### src/rtl/stack_sequencer.sv
// Stack-machine command sequencer: expands one accepted command into stack ops
// (binary ALU ops run as POP then REPLACE) and cross-checks the stack's status.
module stack_sequencer #(
    parameter int WIDTH = 8,
    parameter int DEPTH = 1
) (
    input  logic             clk,
    input  logic             reset,
    input  logic             cmd_valid,
    output logic             cmd_ready,
    input  logic [2:0]       cmd_op,
    input  logic [WIDTH-1:0] cmd_imm,
    output logic [1:0]       stk_op,
    output logic [WIDTH-1:0] stk_data,
    input  logic [WIDTH-1:0] stk_tos,
    input  logic [1:0]       stk_status,
    output logic             done,
    output logic [1:0]       err,
    output logic [DEPTH:0]   depth
);

    typedef enum logic [2:0] {
        CMD_PUSHI, CMD_DROP, CMD_ADD, CMD_SUB, CMD_AND, CMD_OR, CMD_XOR, CMD_EQZ
    } cmd_e;

    typedef enum logic [1:0] {OP_NONE, OP_PUSH, OP_POP, OP_REPLACE} stk_op_e;

    typedef enum logic [2:0] {S_IDLE, S_ERR, S_POP, S_GETA, S_ISSUE, S_CHECK} state_e;

    localparam logic [1:0]     ST_NONE  = 2'd0;
    localparam logic [1:0]     ST_EMPTY = 2'd1;
    localparam logic [DEPTH:0] CAPACITY = '1;
    localparam logic [DEPTH:0] ONE      = (DEPTH+1)'(1);
    localparam logic [DEPTH:0] TWO      = (DEPTH+1)'(2);

    state_e           state, next_state;
    cmd_e             op_reg;
    cmd_e             op_in;
    logic [WIDTH-1:0] b_reg;
    logic [WIDTH-1:0] alu_result;
    logic [1:0]       err_code;
    logic             exp_empty;
    logic             accept;
    logic             legal;
    logic             binary;

    assign op_in  = cmd_e'(cmd_op);
    assign accept = (state == S_IDLE) && cmd_valid;

    always_comb begin
        legal  = 1'b0;
        binary = 1'b0;
        case (op_in)
            CMD_PUSHI:         legal = (depth != CAPACITY);
            CMD_DROP, CMD_EQZ: legal = (depth >= ONE);
            default: begin
                legal  = (depth >= TWO);
                binary = 1'b1;
            end
        endcase
    end

    // A is the deeper operand, now on top after the POP; B was captured at accept
    always_comb begin
        alu_result = '0;
        case (op_reg)
            CMD_ADD: alu_result = stk_tos + b_reg;
            CMD_SUB: alu_result = stk_tos - b_reg;
            CMD_AND: alu_result = stk_tos & b_reg;
            CMD_OR:  alu_result = stk_tos | b_reg;
            CMD_XOR: alu_result = stk_tos ^ b_reg;
            default: alu_result = '0;
        endcase
    end

    always_ff @(posedge clk or negedge reset) begin
        if (!reset) state <= S_IDLE;
        else        state <= next_state;
    end

    always_comb begin
        next_state = state;
        case (state)
            S_IDLE: begin
                if (accept) begin
                    if (!legal)      next_state = S_ERR;
                    else if (binary) next_state = S_POP;
                    else             next_state = S_ISSUE;
                end
            end
            S_ERR:   next_state = S_IDLE;
            S_POP:   next_state = S_GETA;
            S_GETA:  next_state = S_ISSUE;
            S_ISSUE: next_state = S_CHECK;
            S_CHECK: next_state = S_IDLE;
            default: next_state = S_IDLE;
        endcase
    end

    always_comb begin
        cmd_ready = (state == S_IDLE);
        done      = 1'b0;
        err       = 2'd0;
        case (state)
            S_ERR: err = err_code;
            S_CHECK: begin
                if (stk_status == (exp_empty ? ST_EMPTY : ST_NONE)) done = 1'b1;
                else                                                 err  = 2'd3;
            end
            default: ;
        endcase
    end

    // stk_op is loaded one edge ahead so it is live during POP/ISSUE states
    always_ff @(posedge clk or negedge reset) begin
        if (!reset) begin
            stk_op    <= OP_NONE;
            stk_data  <= '0;
            depth     <= '0;
            op_reg    <= CMD_PUSHI;
            b_reg     <= '0;
            err_code  <= 2'd0;
            exp_empty <= 1'b0;
        end else begin
            stk_op <= OP_NONE;
            case (state)
                S_IDLE: begin
                    if (accept) begin
                        op_reg    <= op_in;
                        b_reg     <= stk_tos;
                        exp_empty <= 1'b0;
                        err_code  <= (op_in == CMD_PUSHI) ? 2'd2 : 2'd1;
                        if (legal) begin
                            case (op_in)
                                CMD_PUSHI: begin
                                    stk_op   <= OP_PUSH;
                                    stk_data <= cmd_imm;
                                    depth    <= depth + ONE;
                                end
                                CMD_DROP: begin
                                    stk_op    <= OP_POP;
                                    depth     <= depth - ONE;
                                    exp_empty <= (depth == ONE);
                                end
                                CMD_EQZ: begin
                                    stk_op   <= OP_REPLACE;
                                    stk_data <= WIDTH'(stk_tos == '0);
                                end
                                default: begin
                                    stk_op <= OP_POP;
                                    depth  <= depth - ONE;
                                end
                            endcase
                        end
                    end
                end
                S_GETA: begin
                    stk_op   <= OP_REPLACE;
                    stk_data <= alu_result;
                end
                default: ;
            endcase
        end
    end

endmodule
### config.mk
export PLATFORM = sky130hd
export DESIGN_NAME = stack_sequencer
export DESIGN_NICKNAME = d
export VERILOG_FILES = /design/src/rtl/stack_sequencer.sv
export SDC_FILE = /design/constraint.sdc
export NUM_CORES = 1
export LEC_CHECK = 0
export CAP_MARGIN = 15
export CORE_ASPECT_RATIO = 0.8
export CORE_MARGIN = 5
export CORE_UTILIZATION = 28
export CTS_CLUSTER_DIAMETER = 200
export DETAILED_ROUTE_END_ITERATION = 8
export GPL_TIMING_DRIVEN = 0
export PLACE_DENSITY = 0.58
export SLEW_MARGIN = 0
export SYNTH_ARGS = -nofsm -noshare
export SYNTH_HDL_FRONTEND = slang
export SYNTH_SLANG_ARGS = --single-unit
### constraint.sdc
create_clock -name clk -period 2.5 [get_ports clk]
set_clock_uncertainty 0.05 [all_clocks]
set_input_delay 0.375 -clock clk [delete_from_list [all_inputs] [get_ports clk]]
set_output_delay 0.375 -clock clk [all_outputs]
set_load 0.1 [all_outputs]
# Yosys cells after proc, flatten, opt, wreduce, memory -nomap -nowiden
# Index checks and enable logic that the tools add are counted.
# word_totals
regBits	29
output_inout_bits	16
# op_classes
addsub	4
n_lt_le_gt_ge	2
eq_ne	18
mux	23
bitwise	4
n_reduce_logical	10
# op_table
operator	count
8-bit one-hot mux with 5 select lines	1
8-bit one-hot mux with 2 select lines	2
3-bit equality test, second input constant	6
8-bit two-way mux	2
2-bit one-hot mux with 2 select lines	4
3-bit by 2-bit equality test with 1-bit output, second input constant	4
3-bit one-hot mux with 4 select lines	1
3-bit two-way mux	3
8-bit adder	1
8-bit bitwise AND	1
8-bit zero test	1
2-bit two-way mux	4
8-bit bitwise OR	1
4-bit AND reduction	2
8-bit subtractor	1
8-bit bitwise XOR	1
3-bit by 1-bit equality test with 1-bit output, second input constant	2
3-bit zero test	2
1-bit two-way mux	5
2-bit by 1-bit inequality test with 1-bit output, second input constant	2
3-bit by 1-bit inequality test with 1-bit output, second input constant	1
3-bit OR reduction	1
2-bit by 1-bit adder with 2-bit output, second input constant	1
2-bit by 1-bit equality test with 1-bit output	1
other kinds (11)	11

# Longest topological paths before layout
# logic_depth
depth_word	6
ltp_mapped	11
ltp_nobuf	11

# Worst setup path after synthesis
# Ideal clock, no wire load.
# synth_timing
path_kind	reg2reg
from	register state[2]
to	register depth[1]
setup_time_ps	126
arrival_time_ps	4143
required_time_ps	2324
slack_ps	-1819
stages_incl_launch_ff	7
n_path_buf	2
period_less_slack_ps	4319
cell_sequence	dfrtp_1 > buf_6 > nor3_1 > nand2_1 > or3_1 > buf_2 > a221o_1
# synth_between
elab_chain_len	3
# synth_rtl
item	line_no	text
start: declaration	36	state_e state, next_state;
start signal: assignment	78	else state <= next_state;
3-bit zero test *	--	
via cmd_ready	10	output logic cmd_ready,
1-bit logical AND	48	assign accept = (state == S_IDLE) && cmd_valid;
4-bit AND reduction (no line) *	--	
end signal: assignment	138	depth <= depth + ONE;
end signal: assignment	142	depth <= depth - ONE;
end signal: assignment	151	depth <= depth - ONE;
end: declaration	19	output logic [DEPTH:0] depth
# Mark *: on every way through the listed nets, which the timed path passes. The rest lies on a longest branch.
# A chain may end at the register's enable or synchronous reset.

# Worst setup path in the final report
# layout_timing
from	register b_reg[1]
to	register stk_data[6]
# layout_between
elab_chain_len	3
word_cells_on_any_way	4
classes_between	2 x add/sub; 2 x mux
# layout_rtl
item	line_no	text
start: declaration	39	logic [WIDTH-1:0] b_reg;
start signal: assignment	130	b_reg <= stk_tos;
8-bit subtractor / 8-bit adder (equally long branches)	68, 67	
8-bit one-hot mux with 5 select lines *	66	case (op_reg)
8-bit one-hot mux with 2 select lines *	126	case (state)
end signal: assignment	137	stk_data <= cmd_imm;
end signal: assignment	147	stk_data <= WIDTH'(stk_tos == '0);
end signal: assignment	159	stk_data <= alu_result;
end: declaration	14	output logic [WIDTH-1:0] stk_data,
# Mark *: on every way between the ends. The rest lies on a longest branch, timed or not.

==> flow_summary_export.csv <==
group,metric,value,unit
yosys,synth.lib_cells_used.distinct,48,
setup_path,critical_path.top_delay_family,"compound AO/OA/AOI/OAI gates",
floorplanning,top_level_ports,40,
grt,gr-usage-all-layers,12.4,%
route,via_count,2121,
setup_path,critPathMaxFanout,5,
route,first_pass_iters,4,
setup_path,critical_path_arrival,2680,ps
final_layout,drive_above_1_share,17.5,%
setup_path,r2r-start,"b_reg[1]$_DFFE_PN0P_",
timing,report.final.hold_viol_count,0,
clock_network,tritoncts_clock_tree,"done",
clock_network,cts-htree-levels,2,
placement,gp_routability_congestion,0.850,
final_layout,post_layout_nonfiller_instances,439,
yosys,number_of_flops_mapped_to_enable_cells_by_yosys,0,
yosys,synth_commonest_cells,"sky130_fd_sc_hd__dfrtp_1, sky130_fd_sc_hd__ha_1, sky130_fd_sc_hd__nand2_1",
clock_network,cts-buffers-inserted,5,
timing,timing_worst_slew_pin_value,979,ps
yosys,ys_ff_latch,29,
setup_path,cp.required,2670,ps
timing,rsz0062_at_grt,"yes",
grt,first_pass_grt_wire_length,10500,um
floorplanning,fp_rows,29,
setup_path,critical-path-slowest-cell,"sky130_fd_sc_hd__dfrtp_1",
timing,slew_violations,0,
clock_network,worst_skew_pair.late_latency,280,ps
setup_path,critical_path.startpoint_type,"flip-flop",
route,initialDrtViolationCount,88,
timing,clock.fmax,0.399,GHz
yosys,synth.area.top_cells,"sky130_fd_sc_hd__dfrtp_1, sky130_fd_sc_hd__ha_1, sky130_fd_sc_hd__nand2_1, sky130_fd_sc_hd__xnor2_1, sky130_fd_sc_hd__nor2_1",
yosys,post_synthesis_cell_count,274,
setup_path,cp_cell_sequence,"buf_4 -> nor3_4 -> nor2_1 -> xnor2_1 -> ha_1 -> o21a_1 -> o31a_1 -> or4_1 -> a31oi_1 -> o22a_1",
yosys,synth-xor-area-share,4.84,%
yosys,synth_largest_type_area_fraction,30.8,%
setup_path,worst-path-buf-inv,1,
placement,detailed_place_hpwl,4870,um
route,vias_per_cell,4.83,
route,remaining_drc_errors,0,
placement,io_buffer_count,37,
setup_path,r2r_setup_slack,-9,ps
setup_path,critPathKind,"flip-flop to flip-flop",
yosys,synth_simple_gate_area_share,16.7,%
floorplanning,initial_utilization,29.2,%
clock_network,clk_pin_slew,70,ps
outcome,failed_checks,"negative setup slack",
floorplanning,chipWidth,113,um
final_layout,area_growth_syn_to_layout,33.5,%
yosys,asyncSetResetFlopFracSynth,100,%
timing,relSlewSlack,34.5,%
floorplanning,die_area,10400,um^2
timing,min_period_over_period,100,%
route,drt-total-wl,6590,um
setup_path,r2r_end,"stk_data[6]$_DFFE_PN0P_",
grt,antenna_found_initial,0,
yosys,synth_area,2350,um^2
route,avgRoutedWirePerCell,15.0,um
outcome,outcome,"finished, violations left",
placement,detailedPlace.worstSlack,-336,ps
yosys,synth-seq-area-share,30.8,%
final_layout,finalNetCount,383,
job,drv_cap,0,
setup_path,r2r.worst_path.cells,10,
yosys,synth-adder-area-share,15.7,%
placement,place.detailed.instances,419,
yosys,synth_mux_area_share,5.00,%
route,detail-route-antenna-nets,0,
timing,setup_ws,-9.14,ps
setup_path,category_of_the_worst_setup_path_capture_point,"flip-flop",
yosys,synth_area_leader_cell,"sky130_fd_sc_hd__dfrtp_1",
floorplanning,core_region_area,8060,um^2
yosys,combinational_family_with_the_most_area_after_synthesis,"compound AO/OA/AOI/OAI gates",
final_layout,antenna_cells_inserted,0,
yosys,postSynthNetCount,327,
floorplanning,die_height,92,um
timing,layout_min_cycle_time,2510,ps
yosys,ys.warnings.count,0,
grt,grt_pass1_vias,2063,
hold_path,hold_class,"input port to asynchronous set/reset pin",
yosys,synth_most_common_cell,"sky130_fd_sc_hd__dfrtp_1",
yosys,synth_area_per_cell,8.59,um^2
clock_network,cts.root.buffer_cell,"sky130_fd_sc_hd__clkbuf_8",
grt,grt.overflow.total,0,
setup_path,timing.critical_path.slowest_cell_delay,410,ps
grt,maximum_number_of_pins_on_one_net_before_global_route_repair,30,
clock_network,cts_sinks,29,
yosys,synth_top_flop_cell,"sky130_fd_sc_hd__dfrtp_1",
yosys,synth_compound_gate_area_share,20.1,%
timing,setup_viol_count_final,1,
clock_network,number_of_buffers_between_clock_root_and_the_deepest_sink,2,
==> per-layer routing <==
layer	routed length, um	share of wire (%)	track usage, %
met1	3440	52	17.8
met3	395	6.0	2.89
met4	14	0.21	2.10
met5	0	0	0
met2	2740	42	19.3
==> layout by cell type, fill, tap and decap left out, types with 5 or more instances in the layout <==
cell                               n
sky130_fd_sc_hd__inv_1            20
sky130_fd_sc_hd__dfrtp_1          25
sky130_fd_sc_hd__mux2i_1           8
sky130_fd_sc_hd__nand2_1          26
sky130_fd_sc_hd__buf_4            13
sky130_fd_sc_hd__ha_1             27
sky130_fd_sc_hd__a31oi_1           7
sky130_fd_sc_hd__clkbuf_1          5
sky130_fd_sc_hd__o22ai_1           7
sky130_fd_sc_hd__nand3_1           6
sky130_fd_sc_hd__clkbuf_8          5
sky130_fd_sc_hd__a21oi_1          11
sky130_fd_sc_hd__nor3_1            6
sky130_fd_sc_hd__nor2_1           25
sky130_fd_sc_hd__clkdlybuf4s50_1  32
sky130_fd_sc_hd__xnor2_1          11
sky130_fd_sc_hd__o21ai_0          15
==> cell families after synthesis <==
logic type	Yosys count
buf+inv	35
simple gates	87
flops	29
xor+xnor	13
fa+ha+maj	29
mux	11
compound gates	70
==> through the flow <==
stage,cell area [um^2],utilization (%),hold WS [ps],TNS [ps]
2_1_floorplan,2390,-,29.4,-94.5
3_3_place_gp,2900,36.0,424,-1920
3_5_place_dp,2890,35.9,420,-1980
4_1_cts,3020,37.5,118,0
5_1_grt,3140,39.0,155,-217
6_report,3140,39.0,94.5,-9.14
==> worst reg2reg max path, cell delays in order (launching register included) <==
cell                      delay (ps)
sky130_fd_sc_hd__dfrtp_1         410
sky130_fd_sc_hd__buf_4           150
sky130_fd_sc_hd__nor3_4          150
sky130_fd_sc_hd__nor2_1           80
sky130_fd_sc_hd__xnor2_1         140
sky130_fd_sc_hd__ha_1            370
sky130_fd_sc_hd__o21a_1          210
sky130_fd_sc_hd__o31a_1          130
sky130_fd_sc_hd__or4_1           400
sky130_fd_sc_hd__a31oi_1         200
sky130_fd_sc_hd__o22a_1          160
==> worst max path at each step <==
| stage | from | endpoint | slack (ps) | depth (start not counted) |
|---|---|---|---|---|
| finish | b_reg[1]$_DFFE_PN0P_ | stk_data[6]$_DFFE_PN0P_ | -9 | 10 |
| global route | b_reg[1]$_DFFE_PN0P_ | stk_data[6]$_DFFE_PN0P_ | -140 | 10 |
| CTS | op_reg[0]$_DFFE_PN0P_ | stk_data[4]$_DFFE_PN0P_ | 3 | 10 |
| detailed placement | stk_status[0] | err[1] | -340 | 6 |
| global placement | stk_status[0] | err[0] | -320 | 6 |
| floorplan | state[1]$_DFFE_PN0P_ | depth[1]$_DFFE_PN0P_ | -90 | 6 |
==> timing repair <==
action,4_1_cts,5_1_grt
hold buffers,0,0
resized for setup,16,15
endpoints found under the setup margin,9,5
setup buffers,5,8
pin swaps,4,8
==> area by class of cell <==
| cell class | count | area, um^2 |
|---|---|---|
| fill | 837 | 4910 |
| multi-input combinational | 210 | 1560 |
| sequential | 29 | 731 |
| timing repair buffer | 50 | 465 |
| tap | 108 | 135 |
| inverter | 22 | 82.6 |
| buffer | 12 | 81.3 |
| clock buffer | 6 | 72.6 |
| clock inverter | 2 | 10.0 |
Power is left out: the tool's default activity adds up to more than one toggle a clock period on the data nets, which glitch-free logic cannot reach.
